## config.mk

```make
export PLATFORM = sky130hd
export DESIGN_NAME = rx_timer
export DESIGN_NICKNAME = d
export VERILOG_FILES = /design/src/rtl/rx_pkg.sv /design/src/rtl/flex_counter.sv /design/src/rtl/rx_timer.sv
export SDC_FILE = /design/constraint.sdc
export NUM_CORES = 1
export LEC_CHECK = 0
export CORE_MARGIN = 4
export CORE_UTILIZATION = 35
export DETAILED_ROUTE_END_ITERATION = 6
export GPL_ROUTABILITY_DRIVEN = 0
export PLACE_DENSITY = 0.63
export SLEW_MARGIN = 0
export SYNTH_ARGS = -nofsm -noshare
export SYNTH_HDL_FRONTEND = slang
export SYNTH_HIERARCHICAL = 1
export SYNTH_SLANG_ARGS = --single-unit
```

## constraint.sdc

```tcl
create_clock -name clk -period 2.2 [get_ports clk]
set_input_delay 0.33 -clock clk [delete_from_list [all_inputs] [get_ports clk]]
set_output_delay 0.33 -clock clk [all_outputs]
set_load 0.05 [all_outputs]
```

## src/rtl/rx_pkg.sv

```systemverilog
// Shared constants and FSM state encoding for the serial receive timer.
package rx_pkg;

    localparam int unsigned DEF_CLKS_PER_BIT = 10;
    localparam int unsigned DEF_DATA_BITS    = 8;
    localparam int unsigned BIT_INDEX_W      = 4;

    typedef enum logic [1:0] {
        IDLE  = 2'd0,
        COUNT = 2'd1,
        DONE  = 2'd2
    } rx_state_t;

endpackage

```

## src/rtl/flex_counter.sv

```systemverilog
// Rollover counter: counts 0..rollover_val-1 while enabled, flag marks the last value.
module flex_counter #(
    parameter int unsigned WIDTH = 4
) (
    input  logic             clk,
    input  logic             clear,
    input  logic             count_enable,
    input  logic [WIDTH-1:0] rollover_val,
    output logic [WIDTH-1:0] count_out,
    output logic             rollover_flag
);

    logic [WIDTH-1:0] count_d;
    logic [WIDTH-1:0] last_val_c;

    // Next count; wraps to zero after the last value
    always_comb begin
        last_val_c = rollover_val - WIDTH'(1);
        count_d    = count_out;
        if (count_enable) begin
            count_d = (count_out == last_val_c) ? '0 : count_out + WIDTH'(1);
        end
    end

    // Flag is a registered decode so downstream logic sees it with no compare delay
    always_ff @(posedge clk) begin
        if (clear) begin
            count_out     <= '0;
            rollover_flag <= 1'b0;
        end else begin
            count_out     <= count_d;
            rollover_flag <= (count_d == last_val_c);
        end
    end

endmodule

```

## src/rtl/rx_timer.sv

```systemverilog
// Receive bit timer: paces shift strobes across one frame and flags frame completion.
module rx_timer
    import rx_pkg::*;
#(
    parameter int unsigned CLKS_PER_BIT = DEF_CLKS_PER_BIT,
    parameter int unsigned DATA_BITS    = DEF_DATA_BITS
) (
    input  logic                   clk,
    input  logic                   rst,
    input  logic                   enable_timer,
    output logic                   shift_strobe,
    output logic                   packet_done,
    output logic [BIT_INDEX_W-1:0] bit_index
);

    localparam int unsigned PERIOD_W   = $clog2(CLKS_PER_BIT + 1);
    localparam int unsigned FRAME_BITS = DATA_BITS + 1;
    localparam logic [PERIOD_W-1:0]    PERIOD_ROLL = PERIOD_W'(CLKS_PER_BIT);
    localparam logic [BIT_INDEX_W-1:0] BIT_ROLL    = BIT_INDEX_W'(FRAME_BITS + 1);

    rx_state_t state_q;
    rx_state_t state_d;
    logic      strobe_d;
    logic      done_d;
    logic      period_clear_c;
    logic      bit_clear_c;
    logic      period_flag;
    logic      frame_full;

    // The period count value itself is not needed; its flag carries the decode
    logic [PERIOD_W-1:0] period_cnt_unused;

    flex_counter #(.WIDTH(PERIOD_W)) u_period_cnt (
        .clk          (clk),
        .clear        (period_clear_c),
        .count_enable (enable_timer),
        .rollover_val (PERIOD_ROLL),
        .count_out    (period_cnt_unused),
        .rollover_flag(period_flag)
    );

    // Counts strobes; its flag goes high once the stop bit has been strobed
    flex_counter #(.WIDTH(BIT_INDEX_W)) u_bit_cnt (
        .clk          (clk),
        .clear        (bit_clear_c),
        .count_enable (strobe_d),
        .rollover_val (BIT_ROLL),
        .count_out    (bit_index),
        .rollover_flag(frame_full)
    );

    // Next-state and pulse decode; a low enable always wins over a due strobe
    always_comb begin
        state_d  = state_q;
        strobe_d = 1'b0;
        done_d   = 1'b0;
        unique case (state_q)
            IDLE: begin
                if (enable_timer) begin
                    state_d = COUNT;
                end
            end
            COUNT: begin
                if (!enable_timer) begin
                    state_d = IDLE;
                end else if (frame_full) begin
                    state_d = DONE;
                    done_d  = 1'b1;
                end else if (period_flag) begin
                    strobe_d = 1'b1;
                end
            end
            DONE: begin
                if (!enable_timer) begin
                    state_d = IDLE;
                end
            end
            default: state_d = IDLE;
        endcase
        period_clear_c = rst || (state_d != COUNT);
        bit_clear_c    = rst || (state_d == IDLE);
    end

    always_ff @(posedge clk) begin
        if (rst) begin
            state_q      <= IDLE;
            shift_strobe <= 1'b0;
            packet_done  <= 1'b0;
        end else begin
            state_q      <= state_d;
            shift_strobe <= strobe_d;
            packet_done  <= done_d;
        end
    end

endmodule

```

=== Word level (Yosys, flattened, before mapping) ===
Index checks and enable logic that the tools add are counted.

* Flip-flop bits (word level): 14
* Input port bits: 3
* Output and inout port bits: 6

* $add $sub $neg: 2
* Equality and inequality tests: 7
* Muxes and demuxes: 14
* Bitwise logic cells: 2
* Reduce and logical (&&, ||, !) cells: 5

{| class="wikitable"
|+ Operator list
! operator !! count
|-
| $eq A4 B4 Y1 const B || 4
|-
| $mux W4 || 4
|-
| $add A4 B1 Y4 const B || 2
|-
| $mux W2 || 4
|-
| $pmux W2 S3 || 1
|-
| $mux W1 || 5
|-
| $logic_not A2 Y1 || 2
|-
| $reduce_or A3 Y1 || 1
|-
| $eq A2 B1 Y1 const B || 1
|-
| $eq A2 B2 Y1 const B || 1
|-
| $logic_or A1 B1 Y1 || 2
|-
| $ne A2 B1 Y1 const B || 1
|-
| $not A1 Y1 || 2
|}

=== Depth between registers and ports, before layout ===
Gate-level depths: netlist (run 1).

* Depth after elaboration: 6
* Gate-level depth with buffers: 8
* Depth with buffers taken out: 7

=== Hierarchy ===
The synthesis (run 1) kept the hierarchy.

{| class="wikitable"
|+ Modules (own cells, without submodules)
! module !! times used !! cells each !! area an instance (sq um) !! seq. area each (sq um)
|-
| flex_counter || 2 || 60 || 491.7 || 100.1
|-
| rx_timer || 1 || 19 || 182.7 || 80.1
|}

=== Worst setup path after synthesis (run 1) ===
No wires, ideal clock.

* Path type: register to register
* From: register u_bit_cnt.count_out[1]
* To: register u_bit_cnt.rollover_flag
* Arrival: 1.884 ns
* Required time: 2.140 ns
* Path slack: 0.256 ns
* Stages on the path, launching flop included: 7
* Path buffers: 0
* Clock period less this slack: 1.944 ns
* Cells stage by stage: dfxtp_1 -> ha_1 -> mux2i_1 -> xor2_1 -> a21o_1 -> o32ai_1 -> o2111a_1

* Longest elaborated chain between the ends: 4
* Elaborated cells on any way between the ends: 5
* Classes of those cells: 1 x add/sub; 2 x eq/ne; 2 x mux

{| class="wikitable"
|+ RTL lines
! item !! RTL line !! text
|-
| start: declaration || flex_counter.sv:9 || <nowiki>output logic [WIDTH-1:0] count_out,</nowiki>
|-
| start signal: assignment || flex_counter.sv:31 || <nowiki>count_out <= count_d;</nowiki>
|-
| $add A4 B1 Y4 or $eq A4 B4 Y1 (tied branches) || flex_counter.sv:21 || <nowiki>count_d = (count_out == last_val_c) ? '0 : count_out + WIDTH'(1);</nowiki>
|-
| $mux W4 || flex_counter.sv:21 ||
|-
| $mux W4 * || flex_counter.sv:20 || <nowiki>if (count_enable) begin</nowiki>
|-
| $eq A4 B4 Y1 * || flex_counter.sv:32 || <nowiki>rollover_flag <= (count_d == last_val_c);</nowiki>
|-
| end signal: assignment || flex_counter.sv:32 ||
|-
| end: declaration || flex_counter.sv:10 || <nowiki>output logic rollover_flag</nowiki>
|}

Mark *: on every way between the ends. The rest lies on a longest branch, timed or not.
A chain may end at the register's enable or synchronous reset.

=== Final worst setup path (run 1) ===
* From: register u_bit_cnt.rollover_flag
* To: register u_bit_cnt.rollover_flag

* Longest elaborated chain between the ends: 5
* Elaborated cells on any way between the ends: 10
* Classes of those cells: 1 x eq/ne; 7 x mux; 2 x reduce/logical

{| class="wikitable"
|+ RTL lines
! item !! RTL line !! text
|-
| $mux W1 || rx_timer.sv:66 || <nowiki>end else if (frame_full) begin</nowiki>
|-
| $mux W1 || rx_timer.sv:64 || <nowiki>if (!enable_timer) begin</nowiki>
|-
| $mux W1 || rx_timer.sv:57 || <nowiki>unique case (state_q)</nowiki>
|-
| named net strobe_d || rx_timer.sv:23 || <nowiki>logic strobe_d;</nowiki>
|-
| $mux W4 || flex_counter.sv:20 ||
|-
| $eq A4 B4 Y1 || flex_counter.sv:32 ||
|}

The timed path passes the listed nets, and every way through them passes these cells.

==> results of run 1 <==
-- kinds of logic after synthesis --
group / after synthesis / synth area share
AND/OR/NAND/NOR: 56 / 0.296
AO/OA/AOI/OAI: 31 / 0.180
XOR/XNOR: 22 / 0.191
flip-flops: 14 / 0.240
buffers and inverters: 8 / 0.0258
adder cells (fa/ha/maj): 4 / 0.0429
other: 2 / 0.00644
multiplexers: 2 / 0.0172
-- layer usage --
metal	GRT usage	share of wire	vias up
met5	0	0	-
met4	0.0311	0	0
met3	0.0308	0.040	0
met2	0.193	0.45	15
met1	0.162	0.51	472
li1	-	-	547
-- worst max path at each step --
stage,cells after the start,endpoint,start
5_1_grt,8,u_bit_cnt/rollover_flag,u_bit_cnt/rollover_flag
6_report,8,u_bit_cnt/rollover_flag,u_bit_cnt/rollover_flag
2_1_floorplan,6,u_bit_cnt/rollover_flag,u_bit_cnt/count_out[1]
3_5_place_dp,8,u_bit_cnt/rollover_flag,enable_timer
4_1_cts,8,u_bit_cnt/rollover_flag,state_q[0]
3_3_place_gp,8,u_bit_cnt/rollover_flag,enable_timer
-- critical path: stages (launching register included) --
cell and delay (ns):
dfxtp_1 0.35, nand3b_1 0.20, nor3b_1 0.20, buf_4 0.16
mux2i_1 0.28, xor2_1 0.12, a21o_1 0.17, o32ai_1 0.23
o2111a_1 0.21
-- power groups by stage --
stage               clock network, W  logic [W]  registers (W)
finish                      0.000145   0.000123       0.000262
global route                0.000159   0.000137       0.000262
CTS                         0.000152   0.000117       0.000261
detailed placement                 0   0.000116       0.000267
global placement                   0   0.000114       0.000267
floorplan                          0  0.0000947       0.000266
-- layout make-up --
class	instances	share of cell area
multi-input combinational	135	0.646
sequential	14	0.197
timing repair buffer	14	0.0875
tap	44	0.0385
clock buffer	3	0.0157
inverter	6	0.0157
-- per-stage QoR --
step | setup TNS (ns) | utilization | instances
final | 0 | 0.457 | 216
after floorplan | 0 | - | 157
after CTS | 0 | 0.457 | 216
after global placement | 0 | 0.450 | 213
after global routing | 0 | 0.457 | 216
after detailed placement | -0.0176 | 0.450 | 213
-- synth_stat cells (all sizes together) --
master	n
o31ai	2
o2111a	2
or4b	2
ha	4
nand3b	6
mux2i	2
xor2	8
xnor2	12
nand3	6
nand2	5
inv	6
and3	2
xor3	2
and4	4
conb	2
a21boi	2
a21o	3
or2b	3
nor2	8
or3b	1
clkbuf	2
o21a	2
a32oi	2
o32ai	2
nor3b	1
nand2b	8
nor2b	4
a21oi	10
o21ai	6
nor3	6
dfxtp	14
-- sequential cells by signal, summed over array words and instances (netlist names) --
signal,count
packet_done,1
shift_strobe,1
state_q,2
u_bit_cnt/count_out,4
u_bit_cnt/rollover_flag,1
u_period_cnt/count_out,4
u_period_cnt/rollover_flag,1
==> results_dict.tcl, run 1 <==
set metrics [dict create \
    path_clk_slew_ns 0.08 \
    initial_core_util 0.373 \
    cts_hold_buf 0 \
    drtIter0Drc 43 \
    tightest_slew_ns 0.497 \
    ys_warn_count 6 \
    slew-limit-headroom 0.667 \
    cp_data_required_time_ns 2.42 \
    nets 181 \
    dpl-instance-area_mm2 0.00141 \
    crit_arrival_ns 2.19 \
    final_common_cell "conb_1" \
    finalHoldViolCount 0 \
    wire_per_inst_um 11.1 \
    grt_max_degree 10 \
    synth.distinct_cells 34 \
    fin_area_mm2 0.00143 \
    whs_ns 0.491 \
    power.total_w 0.000530 \
    wirelength_mm 2.41 \
    cts_buffers 3 \
    num_rows 20 \
    netSwitchingFraction 0.288 \
    r2r_end "u_bit_cnt/rollover_flag" \
    final_cell_mix "conb_1 (20), dfxtp_1 (13), xnor2_1 (12), a21oi_1 (9)" \
    crit_path_start_kind "flop" \
    clock_sinks 14 \
    drc 0 \
    crit-reg2reg-launch "u_bit_cnt/rollover_flag" \
    peakVddDrop_v 0.000125 \
    hp-start "u_bit_cnt/rollover_flag" \
    p_switching_w 0.000153 \
    timing.final.crit_share 0.892 \
    clk_latency_ns 0.27 \
    holdCritPathClass "reg2reg" \
    fill_cells 324 \
    drive_gt1_frac 0.0814 \
    min_path_cells 1 \
    pre_cts_ws_ns -0.0176 \
    status "completed" \
    setup_violations 0 \
    worst_r2r_path_depth 8 \
    post_cts_resized 0 \
    die_w_um 65.7 \
    synthToLayoutAreaGrowth_pct 22.6 \
    slew_viol_final 0 \
    synth_top_area_frac 0.240 \
    ys_ff_latch 14 \
    port_buffers 8 \
    ys_seq_area_frac 0.240 \
    grt_usage 0.121 \
    synth_area_leader_cell "dfxtp_1" \
    diodes 0 \
    maxCapViolCount 0 \
    vias 1034 \
    critical_path.max_fanout 5 \
    worst_slack_ns 0.238 \
    dieArea_mm2 0.00432 \
    core_region_area_mm2 0.00313 \
    path_class "reg2reg" \
    cts_buffer_depth 2 \
    grt_antenna_before_repair 0 \
    holdPathEnd "state_q[0]" \
    syn_area_mm2 0.00117 \
    die_y_um 65.7 \
    grt_setup_unrepaired "false" \
    grt_pass1_wl_mm 4.15 \
    ant_nets 0 \
    power_density_mw_per_mm2 370 \
    grt_pass1_vias 946 \
    dr.pass1.iters 4 \
    synth.area.top_cells "dfxtp_1 (24%), xnor2_1 (9.0%), xor2_1 (6.0%)" \
    r2r_setup_slack_ns 0.24 \
    dp_hpwl_mm 1.94 \
    multi_input_area_um2 923 \
    internal-power_w 0.000377 \
    clockRootBuffer "clkbuf_4" \
    pin_count 9 \
    power_frac_seq 0.494 \
    seq_area_um2 282 \
    finalClockSkew_ns 0.000794 \
    p_leak_nw 0.569 \
    synth_area_per_cell_um2 8.39 \
    pwr-share-clk 0.275 \
    combPwrFrac 0.231 \
    post-cts-setup-buffers 0 \
    htree_num_levels 1 \
    syn_inst 139 \
    end_kind "flop" \
    vias_per_cell 4.79 \
    grt_overflow 0 \
    achievable-frequency_ghz 0.510 \
    cts_tree "yes" \
    min_period_ns 1.96 \
]
(Power assumes the default switching activity.)
==> inputs of run 2 (changes only) <==
--- a/config.mk
+++ b/config.mk
@@ -5,6 +5,8 @@
 export SDC_FILE = /design/constraint.sdc
 export NUM_CORES = 1
 export LEC_CHECK = 0
+export CAP_MARGIN = 15
+export CORE_ASPECT_RATIO = 0.6
 export CORE_MARGIN = 4
 export CORE_UTILIZATION = 35
 export DETAILED_ROUTE_END_ITERATION = 6
@@ -15,3 +17,4 @@
 export SYNTH_HDL_FRONTEND = slang
 export SYNTH_HIERARCHICAL = 1
 export SYNTH_SLANG_ARGS = --single-unit
+export TNS_END_PERCENT = 100
==> run 2 against run 1 <==
Count of clock-buffer cells in the layout grew 1. Critical path type is now in2reg. Die area grew 0.71%. Via count grew 0.77%. Fmax shrank 2.6%. Cell area grew 2.0%. Critical path depth shrank 1. Setup slack lost 0.053 ns. Largest power group unchanged. Utilization grew 2.6 points. Cell count shrank 0.46%.
==> results_dict.tcl, run 2 (same netlist as run 1, synthesis figures left out) <==
set metrics [dict create \
    wire_per_inst_um 11.8 \
    clk_latency_ns 0.25 \
    diodes 0 \
    grt_overflow 0 \
    fill_cells 293 \
    post-cts-setup-buffers 0 \
    dr.pass1.iters 6 \
    drc 0 \
    power_density_mw_per_mm2 439 \
    initial_core_util 0.386 \
    path_class "in2reg" \
    tightest_slew_ns 0.499 \
    grt_usage 0.133 \
    path_clk_slew_ns 0.06 \
    path_buf_inv 2 \
    core_region_area_mm2 0.00302 \
    crit_chain "clkdlybuf4s50_1, buf_4, and4_1, xnor2_1, xor2_1, o32ai_1, o2111a_1" \
    vias_per_cell 4.85 \
    dieArea_mm2 0.00435 \
    multi_input_area_um2 923 \
    drtIter0Drc 68 \
    cts_buffers 3 \
    finalHoldViolCount 0 \
    finalClockSkew_ns 0.00134 \
    nets 181 \
    grtUsageMet3 0.0361 \
    grt_antenna_before_repair 0 \
    post_cts_resized 0 \
    drive_gt1_frac 0.0809 \
    die_w_um 82.5 \
    final_common_cell "conb_1" \
    setup_violations 0 \
    dp_hpwl_mm 2.04 \
    status "completed" \
    slew-limit-headroom 0.667 \
    grtUsageMet2 0.202 \
    grt_max_degree 11 \
    crit_arrival_ns 2.20 \
    grt_util_met1 0.189 \
    pin_count 9 \
    clockRootBuffer "clkbuf_8" \
    achievable-frequency_ghz 0.496 \
    synthToLayoutAreaGrowth_pct 25.1 \
    grt_pass1_wl_mm 4.36 \
    p_leak_nw 0.583 \
    min_period_ns 2.02 \
    timing.final.crit_share 0.916 \
    tns_ns 0 \
    power.total_w 0.000641 \
    holdCritPathClass "reg2reg" \
    die_y_um 52.7 \
    peakVddDrop_v 0.000218 \
    slew_viol_final 0 \
    port_buffers 8 \
    critPathTopFamily "compound AO/OA/AOI/OAI gates" \
    wirelength_mm 2.53 \
    whs_ns 0.482 \
    end_kind "flop" \
    crit_slowest_cell "clkdlybuf4s50_1" \
    grt_pass1_vias 994 \
    top_usage_layer "met2" \
    clock_sinks 14 \
    max_stage_delay_ns 0.51 \
    maxCapViolCount 0 \
    num_rows 15 \
    ant_nets 0 \
    critical_path.max_fanout 4 \
    grt_setup_unrepaired "false" \
    cts_tree "yes" \
    cp_data_required_time_ns 2.39 \
    seq_area_um2 280 \
    top_regs "u_bit_cnt/count_out: 4 flops, u_period_cnt/count_out: 4 flops, state_q: 2 flops" \
    cts_buffer_depth 2 \
    htree_num_levels 1 \
    crit_path_start_kind "input pin" \
    final_cell_mix "conb_1 (20), dfxtp_1 (14), xnor2_1 (12), a21oi_1 (9)" \
    vias 1042 \
    cts_hold_buf 0 \
]
==> run 2: cell types whose count changed in the layout (fill, tap and decap cells not counted), sizes merged <==
cell    delta
clkbuf     +1
==> run 2: final timing paths <==
kind                            from                         end  slack (ns)  depth (start not counted)
min reg2reg  u_bit_cnt/rollover_flag                  state_q[0]        0.48                          1
max                     enable_timer  u_period_cnt/rollover_flag        0.18                          7
min          u_bit_cnt/rollover_flag                  state_q[0]        0.48                          1
max reg2reg               state_q[0]     u_bit_cnt/rollover_flag        0.23                          8
==> run 2: area by class of cell <==
class / count / area share
Clock buffer: 4 / 0.0377
Inverter: 6 / 0.0154
Multi-Input combinational cell: 135 / 0.633
Sequential cell: 14 / 0.192
Tap cell: 42 / 0.0360
Timing Repair Buffer: 14 / 0.0858
==> run 2: metrics by stage <==
stage          instance area, um2  worst slack, ns  cells  utilization
6_report                     1460            0.185    215        0.483
5_1_grt                      1460           0.0177    215        0.483
4_1_cts                      1460            0.179    215        0.483
3_5_place_dp                 1400          -0.0590    211        0.465
3_3_place_gp                 1400          -0.0269    211        0.465
2_1_floorplan                1230            0.256    157            -
==> run 2: routing by layer <==
metal	up-vias	share of wire
li1	546	-
met1	475	0.55
met2	19	0.40
met3	2	0.045
met4	0	0.0059
met5	-	0
==> run 2: report_power, final <==
part	internal [W]	switching, W
logic	0.0000589	0.0000679
clock network	0.000159	0.0000944
registers	0.000257	0.00000357
total	0.000475	0.000166
